<file path="src/rtl/imem_loader.sv">
// Boot-time instruction memory loader: receives a framed byte stream, writes
// little-endian words to imem, and releases the core once the checksum verifies.
module imem_loader #(
  parameter int          ADDR_WIDTH = 10,
  parameter logic [31:0] BASE_ADDR  = 32'h0000_0000
) (
  input  logic        clk,
  input  logic        rst,
  input  logic        rx_valid,
  input  logic [7:0]  rx_data,
  output logic        rx_ready,
  output logic        imem_we,
  output logic [31:0] imem_addr,
  output logic [31:0] imem_wdata,
  output logic        core_hold,
  output logic        done,
  output logic        error
);

  typedef enum logic [2:0] {
    HDR0 = 3'd0,
    HDR1 = 3'd1,
    DATA = 3'd2,
    CSUM = 3'd3,
    DONE = 3'd4,
    ERR  = 3'd5
  } state_t;

  // Largest legal word count; a 16-bit count can never exceed a depth of 2**16 or more.
  localparam logic [16:0] MAX_WORDS = (ADDR_WIDTH >= 16) ? 17'h1_0000 : (17'd1 << ADDR_WIDTH);

  state_t      state_r, state_nxt;
  logic [7:0]  cnt_lo_r;
  logic [15:0] n_r;
  logic [15:0] word_idx_r;
  logic [1:0]  lane_r;
  logic [23:0] asm_r;
  logic [7:0]  csum_r;
  logic        we_r;
  logic [31:0] addr_r;
  logic [31:0] wdata_r;

  logic        accept_s;
  logic [15:0] n_s;
  logic        last_word_s;

  assign accept_s    = rx_valid && rx_ready;
  assign n_s         = {rx_data, cnt_lo_r};
  assign last_word_s = (word_idx_r == (n_r - 16'd1));

  assign imem_we    = we_r;
  assign imem_addr  = addr_r;
  assign imem_wdata = wdata_r;

  // State register
  always_ff @(posedge clk or negedge rst) begin
    if (!rst) begin
      state_r <= HDR0;
    end else begin
      state_r <= state_nxt;
    end
  end

  // Next-state and state-decoded outputs
  always_comb begin
    state_nxt = state_r;
    rx_ready  = 1'b0;
    core_hold = 1'b1;
    done      = 1'b0;
    error     = 1'b0;
    case (state_r)
      HDR0: begin
        rx_ready = 1'b1;
        if (accept_s) begin
          state_nxt = HDR1;
        end else begin
          state_nxt = HDR0;
        end
      end
      HDR1: begin
        rx_ready = 1'b1;
        if (!accept_s) begin
          state_nxt = HDR1;
        end else if ({1'b0, n_s} > MAX_WORDS) begin
          state_nxt = ERR;
        end else if (n_s == 16'd0) begin
          state_nxt = CSUM;
        end else begin
          state_nxt = DATA;
        end
      end
      DATA: begin
        rx_ready = 1'b1;
        if (accept_s && (lane_r == 2'd3) && last_word_s) begin
          state_nxt = CSUM;
        end else begin
          state_nxt = DATA;
        end
      end
      CSUM: begin
        rx_ready = 1'b1;
        if (!accept_s) begin
          state_nxt = CSUM;
        end else if (rx_data == csum_r) begin
          state_nxt = DONE;
        end else begin
          state_nxt = ERR;
        end
      end
      DONE: begin
        core_hold = 1'b0;
        done      = 1'b1;
      end
      ERR: begin
        error = 1'b1;
      end
      default: begin
        state_nxt = ERR;
      end
    endcase
  end

  // Byte assembly, running checksum and imem write port
  always_ff @(posedge clk or negedge rst) begin
    if (!rst) begin
      cnt_lo_r   <= 8'h00;
      n_r        <= 16'h0000;
      word_idx_r <= 16'h0000;
      lane_r     <= 2'd0;
      asm_r      <= 24'h00_0000;
      csum_r     <= 8'h00;
      we_r       <= 1'b0;
      addr_r     <= BASE_ADDR;
      wdata_r    <= 32'h0000_0000;
    end else begin
      we_r <= 1'b0;
      if (accept_s) begin
        case (state_r)
          HDR0: begin
            cnt_lo_r <= rx_data;
            csum_r   <= csum_r ^ rx_data;
          end
          HDR1: begin
            n_r    <= n_s;
            csum_r <= csum_r ^ rx_data;
          end
          DATA: begin
            csum_r <= csum_r ^ rx_data;
            lane_r <= lane_r + 2'd1;
            case (lane_r)
              2'd0: asm_r[7:0]   <= rx_data;
              2'd1: asm_r[15:8]  <= rx_data;
              2'd2: asm_r[23:16] <= rx_data;
              default: begin
                // Lane 3 completes the word; the strobe follows on the next cycle.
                wdata_r    <= {rx_data, asm_r};
                we_r       <= 1'b1;
                addr_r     <= BASE_ADDR + {14'd0, word_idx_r, 2'b00};
                word_idx_r <= word_idx_r + 16'd1;
              end
            endcase
          end
          default: begin
            csum_r <= csum_r;
          end
        endcase
      end
    end
  end

endmodule

</file>
<file path="config.mk">
export PLATFORM = sky130hd
export DESIGN_NAME = imem_loader
export DESIGN_NICKNAME = d
export VERILOG_FILES = /design/src/rtl/imem_loader.sv
export SDC_FILE = /design/constraint.sdc
export NUM_CORES = 1
export LEC_CHECK = 0
export BUFFER_PORTS_ARGS = -buffer_cell sky130_fd_sc_hd__clkbuf_2
export CAP_MARGIN = 30
export CORE_AREA = 2 2 107 130
export CTS_CLUSTER_SIZE = 20
export DETAILED_ROUTE_END_ITERATION = 10
export DIE_AREA = 0 0 109 132
export HOLD_SLACK_MARGIN = 0.08
export PLACE_DENSITY = 0.64
export SLEW_MARGIN = 0
export SYNTH_ARGS = -nofsm -noshare
export SYNTH_HDL_FRONTEND = slang
export SYNTH_SLANG_ARGS = --single-unit
</file>
<file path="constraint.sdc">
create_clock -name clk -period 5.5 [get_ports clk]
set_input_delay 0 -clock clk [delete_from_list [all_inputs] [get_ports clk]]
set_output_delay 0 -clock clk [all_outputs]
set_load 0.005 [all_outputs]
</file>
==> results of run 1 <==
worst min-delay path by stage:
| stage | startpoint | to |
|---|---|---|
| 5_1_grt | rst | word_idx_r[0] |
| 2_1_floorplan | rst | asm_r[0] |
| 4_1_cts | rst | word_idx_r[3] |
| 6_report | rst | word_idx_r[0] |
| 3_3_place_gp | rst | imem_addr[2] |
| 3_5_place_dp | rst | imem_addr[3] |
worst max-delay path, cell delays in order, from the launching register on:
cell and delay [ns]:
dfrtp_1 0.48, or3_4 0.44, or3_1 0.36, a2111oi_0 0.63, nand4_1 0.21, o41ai_2 0.32
stage by stage:
| stage | util [%] | instance area [um2] | instances |
|---|---|---|---|
| after floorplan | - | 5880 | 537 |
| after global placement | 47.6 | 6220 | 732 |
| after detailed placement | 47.8 | 6250 | 734 |
| after CTS | 53.0 | 6920 | 776 |
| after global routing | 53.0 | 6920 | 776 |
| final | 53.0 | 6920 | 776 |
cell type report:
type                            instances  area, um2
Fill cell                            1128       6140
Sequential cell                       126       3150
Multi-Input combinational cell        362       2470
Timing Repair Buffer                   80        490
Clock buffer                           19        443
Tap cell                              168        210
Clock inverter                         12        121
Inverter                                9       33.8
cell families after synthesis:
group	synth area share [%]
AOI/OAI and AO/OA	4.28
other	0.0644
DFF	54.2
and+or+nand+nor	15.7
xor gates and xnor gates	7.37
muxes	12.7
buffers and inverters	4.36
adders and majority gates	1.29
cell usage after synthesis (all sizes together), types with 6 or more instances:
master  count  area share, %
nor2       14           0.90
o21ai      12            1.0
ha          6            1.3
xnor2      31            4.7
mux2       65             13
nand2     107            6.9
dfrtp     126             54
clkbuf     17            1.1
nor4        8            1.1
xor2       18            2.7
nand3      14            1.2
nor3       11           0.95
buf        23            2.7
inv         9           0.58
nand4       6           0.64
power groups by stage:
stage | clock (mW) | combinational (mW) | sequential [mW]
2_1_floorplan | 0 | 0.0522 | 0.962
3_3_place_gp | 0 | 0.0769 | 0.964
5_1_grt | 1.13 | 0.0984 | 0.950
4_1_cts | 1.08 | 0.0886 | 0.948
6_report | 1.07 | 0.0872 | 0.949
3_5_place_dp | 0 | 0.0819 | 0.965
sequential cells by signal, summed over array words and instances (netlist names):
register and flops:
lane_r 2, asm_r 24, imem_addr 16, imem_we 1
state_r 3, word_idx_r 16, csum_r 8, cnt_lo_r 8
n_r 16, imem_wdata 32
metal layers:
layer,up-vias,wire length (um)
met2,98,6650
met5,-,0
met3,23,487
met4,0,208
li1,1889,-
met1,1973,5310
==> summary.md, run 1 <==
| Metric | Value |
|---|---|
| Cts repair resizes | 0 |
| Post-synth cell types | 57 |
| Crit Path Max Fanout | 10 |
| Met1 usage | a little under a quarter |
| P_int | 1.64 mW |
| Residual DRC count | 0 |
| Final Hold Fails | 0 |
| Initial Utilization | 44.6% |
| Most common cell after layout, fill and taps aside | dfrtp_1 |
| Final critical-path required period | 2.57 ns |
| Number of synthesized register bits | 126 |
| Run status | finished, final reports clean |
| Final Cycle Share | 46.7% |
| Global-route wire length before repair | ~21000 um |
| Met3 usage | around 4.3% |
| Worst setup path start | n_r[2] |
| CTS tree | yes |
| Worst skew pair latency | 0.41 ns |
| Wire length per cell | approximately 16 um |
| Share of cells above drive strength 1 | 29.3% |
| Synth Area per Inst | ~11 um2 |
| Fin Hold WS | 0.161 ns |
| DP HPWL | 8670 um |
| DRT Pass-1 Iters | 4 |
| R2R Path End | state_r[0] |
| N_diodes | 0 |
| Pre-CTS setup slack | 2.97 ns |
| Switching power | 0.463 mW |
| GRT Total Usage | 19.0% |
| Max Clock Freq | roughly 390 MHz |
| Routed vias | between 3000 and 4000 |
| Post-synth top flop | dfrtp_1 |
| Leading cell types in the layout, fill and taps excluded | dfrtp_1, nand2_1, mux2_2 |
| Busiest grt layer | met2 |
| Gr ovfl total | 0 |
| Buffers added on ports | 63 |
| Clock skew | approximately 0.013 ns |
| Ys async rst share | 100% |
| Max VDD drop | 0.189 mV |
| Setup TNS | 0 ns |
| Crit Path Category | flip-flop to flip-flop |
| Worst-margin pin slew | 0.792 ns |
| R2R Setup Slk | a little under 3 ns |
| Reg2reg start | n_r[2] |
| Via/cell ratio | 5.13 |
| Nets | a little over 600 |
| Final setup vio count | 0 |
| H-tree Lvls | 4 |
| Max-slew violations | 0 |
| Gate Count Post-Synth | 522 |
| Post-synth EDFFs | 0 |
| RSZ-0062 raised after global routing | no |
| Warning count from the yosys run | 0 |
| Vias in the first global route | 4216 |
| Final WL | about 13000 um |
| Power Total | 2.10 mW |
| Core area | around 0.013 mm2 |
| Ports | 80 |
| Post-DRT Antenna Nets | 0 |
| Worst Path Arrival | roughly 2.9 ns |
| Clock slew at reported path FFs | ~0.050 ns |
| Worst min path class | input pin to async pin |
| Max_cap viols | 0 |
| PD cells | 304 mW/mm2 |
| Reg2Reg Depth | 5 |
| Met2 Usage GRT | a little under a third |
| Die ar. | 0.0144 mm2 |
| CP required | slightly below 6 ns |
| Share of power burned in registers | between 40% and 50% |
| Clock Tree Buf Depth | 2 |
| Placer congestion estimate | 0.818 |
| Combinational power share | between 4 and 5% |
| Largest net degree at the start of global routing | 68 |
| Post-CTS setup repair buffer count | 0 |
| Sw Ratio | 22.0% |
| Starting DRT DRC Count | just under 200 |
| Slew margin rel. | 47.0% |
| Die Y | between 100 and 150 um |
| Endpoint class of the critical path | flip-flop |
| Clock share of power | around half |
| Setup ws final | 2.93 ns |
| Placement Rows | 46 |
| Sequential share of the synthesized area | 54.2% |
| Initial antenna violation count | 0 |
| Die width | 109 um |
| Worst setup SP type | flip-flop |
| Sinks on Clock Net | 126 |
| End of the critical path | state_r[0] |
| CTS buffer count | 17 |
| Synthesized area | 0.00582 mm2 |
| Synth-to-layout area growth | 19.0% |
| CTS Hold Bufs | 11 |
| Lkg Pwr | between 3 and 4 nW |
| Root Buffer | clkbuf_16 |
(Power assumes the default switching activity.)
==> run 2, diff against run 1 <==
==> constraint.sdc (replaced) <==
create_clock -name clk -period 2.4 [get_ports clk]
set_input_delay 0 -clock clk [delete_from_list [all_inputs] [get_ports clk]]
set_output_delay 0 -clock clk [all_outputs]
set_load 0.005 [all_outputs]
==> run 2 against run 1 <==
- wire length up 4.0%
- non-clock buffer count up 11
- die area unchanged
- utilization up 1.4 points
- critical path type unchanged
- largest power group unchanged
==> summary.md, run 2 (synthesis results as in run 1) <==
| Metric | Value |
|---|---|
| Final critical-path required period | 2.26 ns |
| DRT Pass-1 Iters | 4 |
| Endpoint class of the critical path | flip-flop |
| Wire length per cell | approximately 17 um |
| Post-CTS setup repair buffer count | 0 |
| Combinational power share | 4.0% |
| Starting DRT DRC Count | 272 |
| Setup TNS | 0 ns |
| Finished Core Util | roughly 54% |
| Crit Path Max Fanout | 6 |
| Via/cell ratio | roughly 5.2 |
| Core area | 0.0131 mm2 |
| Max reg flops | 32 |
| Die width | around 110 um |
| Non-Filler Instances | slightly below 800 |
| Worst min path class | input pin to async pin |
| Clock slew at reported path FFs | ~0.060 ns |
| Ports | 80 |
| Worst setup SP type | flip-flop |
| Placement Rows | 46 |
| Share of power burned in registers | 41.8% |
| Clock share of power | 54.2% |
| Final Hold Fails | 0 |
| Gr ovfl total | 0 |
| Final setup vio count | 0 |
| Global-route wire length before repair | 22300 um |
| Share of cells above drive strength 1 | a little under a third |
| GRT Total Usage | 20.0% |
| Synth-to-layout area growth | 22.0% |
| Root Buffer | clkbuf_16 |
| Lkg Pwr | 3.61 nW |
| H-tree Lvls | 4 |
| Worst Path Arrival | 2.53 ns |
| Slew margin rel. | 45.9% |
| Sinks on Clock Net | 126 |
| Max Clock Freq | 442 MHz |
| CTS tree | yes |
| Buffers added on ports | 63 |
| Clock skew | 0.00590 ns |
| Nets | 624 |
| Run status | finished, final reports clean |
| Placer congestion estimate | 0.868 |
| P_int | 4.10 mW |
| Most common cell after layout, fill and taps aside | dfrtp_1 |
| Max VDD drop | 0.416 mV |
| Max_cap viols | 0 |
| Largest net degree at the start of global routing | 66 |
| Initial Utilization | between 40% and 50% |
| Switching power | 1.11 mW |
| CTS buffer count | 17 |
| Final Cycle Share | 94.2% |
| CP required | 2.67 ns |
| Residual DRC count | 0 |
| Routed vias | 4093 |
| PD cells | about 730 mW/mm2 |
| Worst-margin pin slew | 0.812 ns |
| Dpl cells | 746 |
| Vias in the first global route | approximately 4400 |
| Leading cell types in the layout, fill and taps excluded | dfrtp_1, nand2_1, mux2_2 |
| Sw Ratio | 21.3% |
| Initial antenna violation count | 0 |
| Die ar. | around 0.014 mm2 |
| Crit Path Category | flip-flop to flip-flop |
| Die Y | 132 um |
| Worst skew pair latency | roughly 0.4 ns |
| Clock Tree Buf Depth | 2 |
| Final WL | 13200 um |
| Post-DRT Antenna Nets | 0 |
| N_diodes | 0 |
| DP HPWL | about 9000 um |
| RSZ-0062 raised after global routing | no |
| Max-slew violations | 0 |
| Fin Hold WS | about 0.23 ns |
[run 2: area by class of cell]
class / instances / area (um2)
Fill cell: 1131 / 5960
Clock inverter: 14 / 214
Sequential cell: 126 / 3150
Tap cell: 168 / 210
Multi-Input combinational cell: 362 / 2500
Clock buffer: 18 / 439
Inverter: 9 / 33.8
Timing Repair Buffer: 91 / 553
[run 2: timing repair]
item | CTS | global route
endpoints found under the setup margin | 1 | 1
gates resized for setup | 1 | 5
hold endpoints to repair | 97 | 0
hold buffers | 10 | 0
pin swaps | 0 | 0
[run 2: worst max-delay path, cell delays in order (launching register included)]
cell and delay [ns]:
dfrtp_2 0.44, inv_1 0.13, ha_4 0.18, or3b_2 0.49, or3_1 0.37, a32o_1 0.26, o22ai_1 0.17, o41ai_2 0.09
[run 2: through the flow]
step / power (mW) / setup slack (ns) / area (um2)
final: 5.21 / 0.139 / 7100
after global placement: 2.40 / 0.184 / 6320
after floorplan: 2.32 / 0.302 / 5880
after CTS: 5.25 / 0.0705 / 7080
after detailed placement: 2.41 / 0.0891 / 6320
after global routing: 5.39 / 0.0307 / 7100
[run 2: metal layers]
layer / track usage, % / wire [um] / vias up
li1: - / - / 1919
met2: 34.0 / 6810 / 96
met5: 0 / 0 / -
met4: 8.69 / 377 / 0
met1: 23.9 / 5500 / 2049
met3: 4.75 / 478 / 29
[run 2: power groups by stage]
stage | clock (mW) | sequential [mW] | combinational [mW]
after global placement | 0 | 2.21 | 0.189
after global routing | 2.98 | 2.18 | 0.235
final | 2.82 | 2.17 | 0.210
after detailed placement | 0 | 2.21 | 0.195
after CTS | 2.86 | 2.17 | 0.210
after floorplan | 0 | 2.20 | 0.120
[run 2: worst paths after layout]
path / slack, ns / to / depth (start not counted) / start
min reg2reg: 0.47 / imem_wdata[21] / 2 / asm_r[21]
max in group asynchronous: 1.41 / asm_r[5] / 3 / rst
min: 0.23 / imem_addr[6] / 2 / rst
min in group clk: 0.47 / imem_wdata[21] / 2 / asm_r[21]
max reg2reg: 0.14 / state_r[0] / 7 / n_r[0]
max: 0.14 / state_r[0] / 7 / n_r[0]
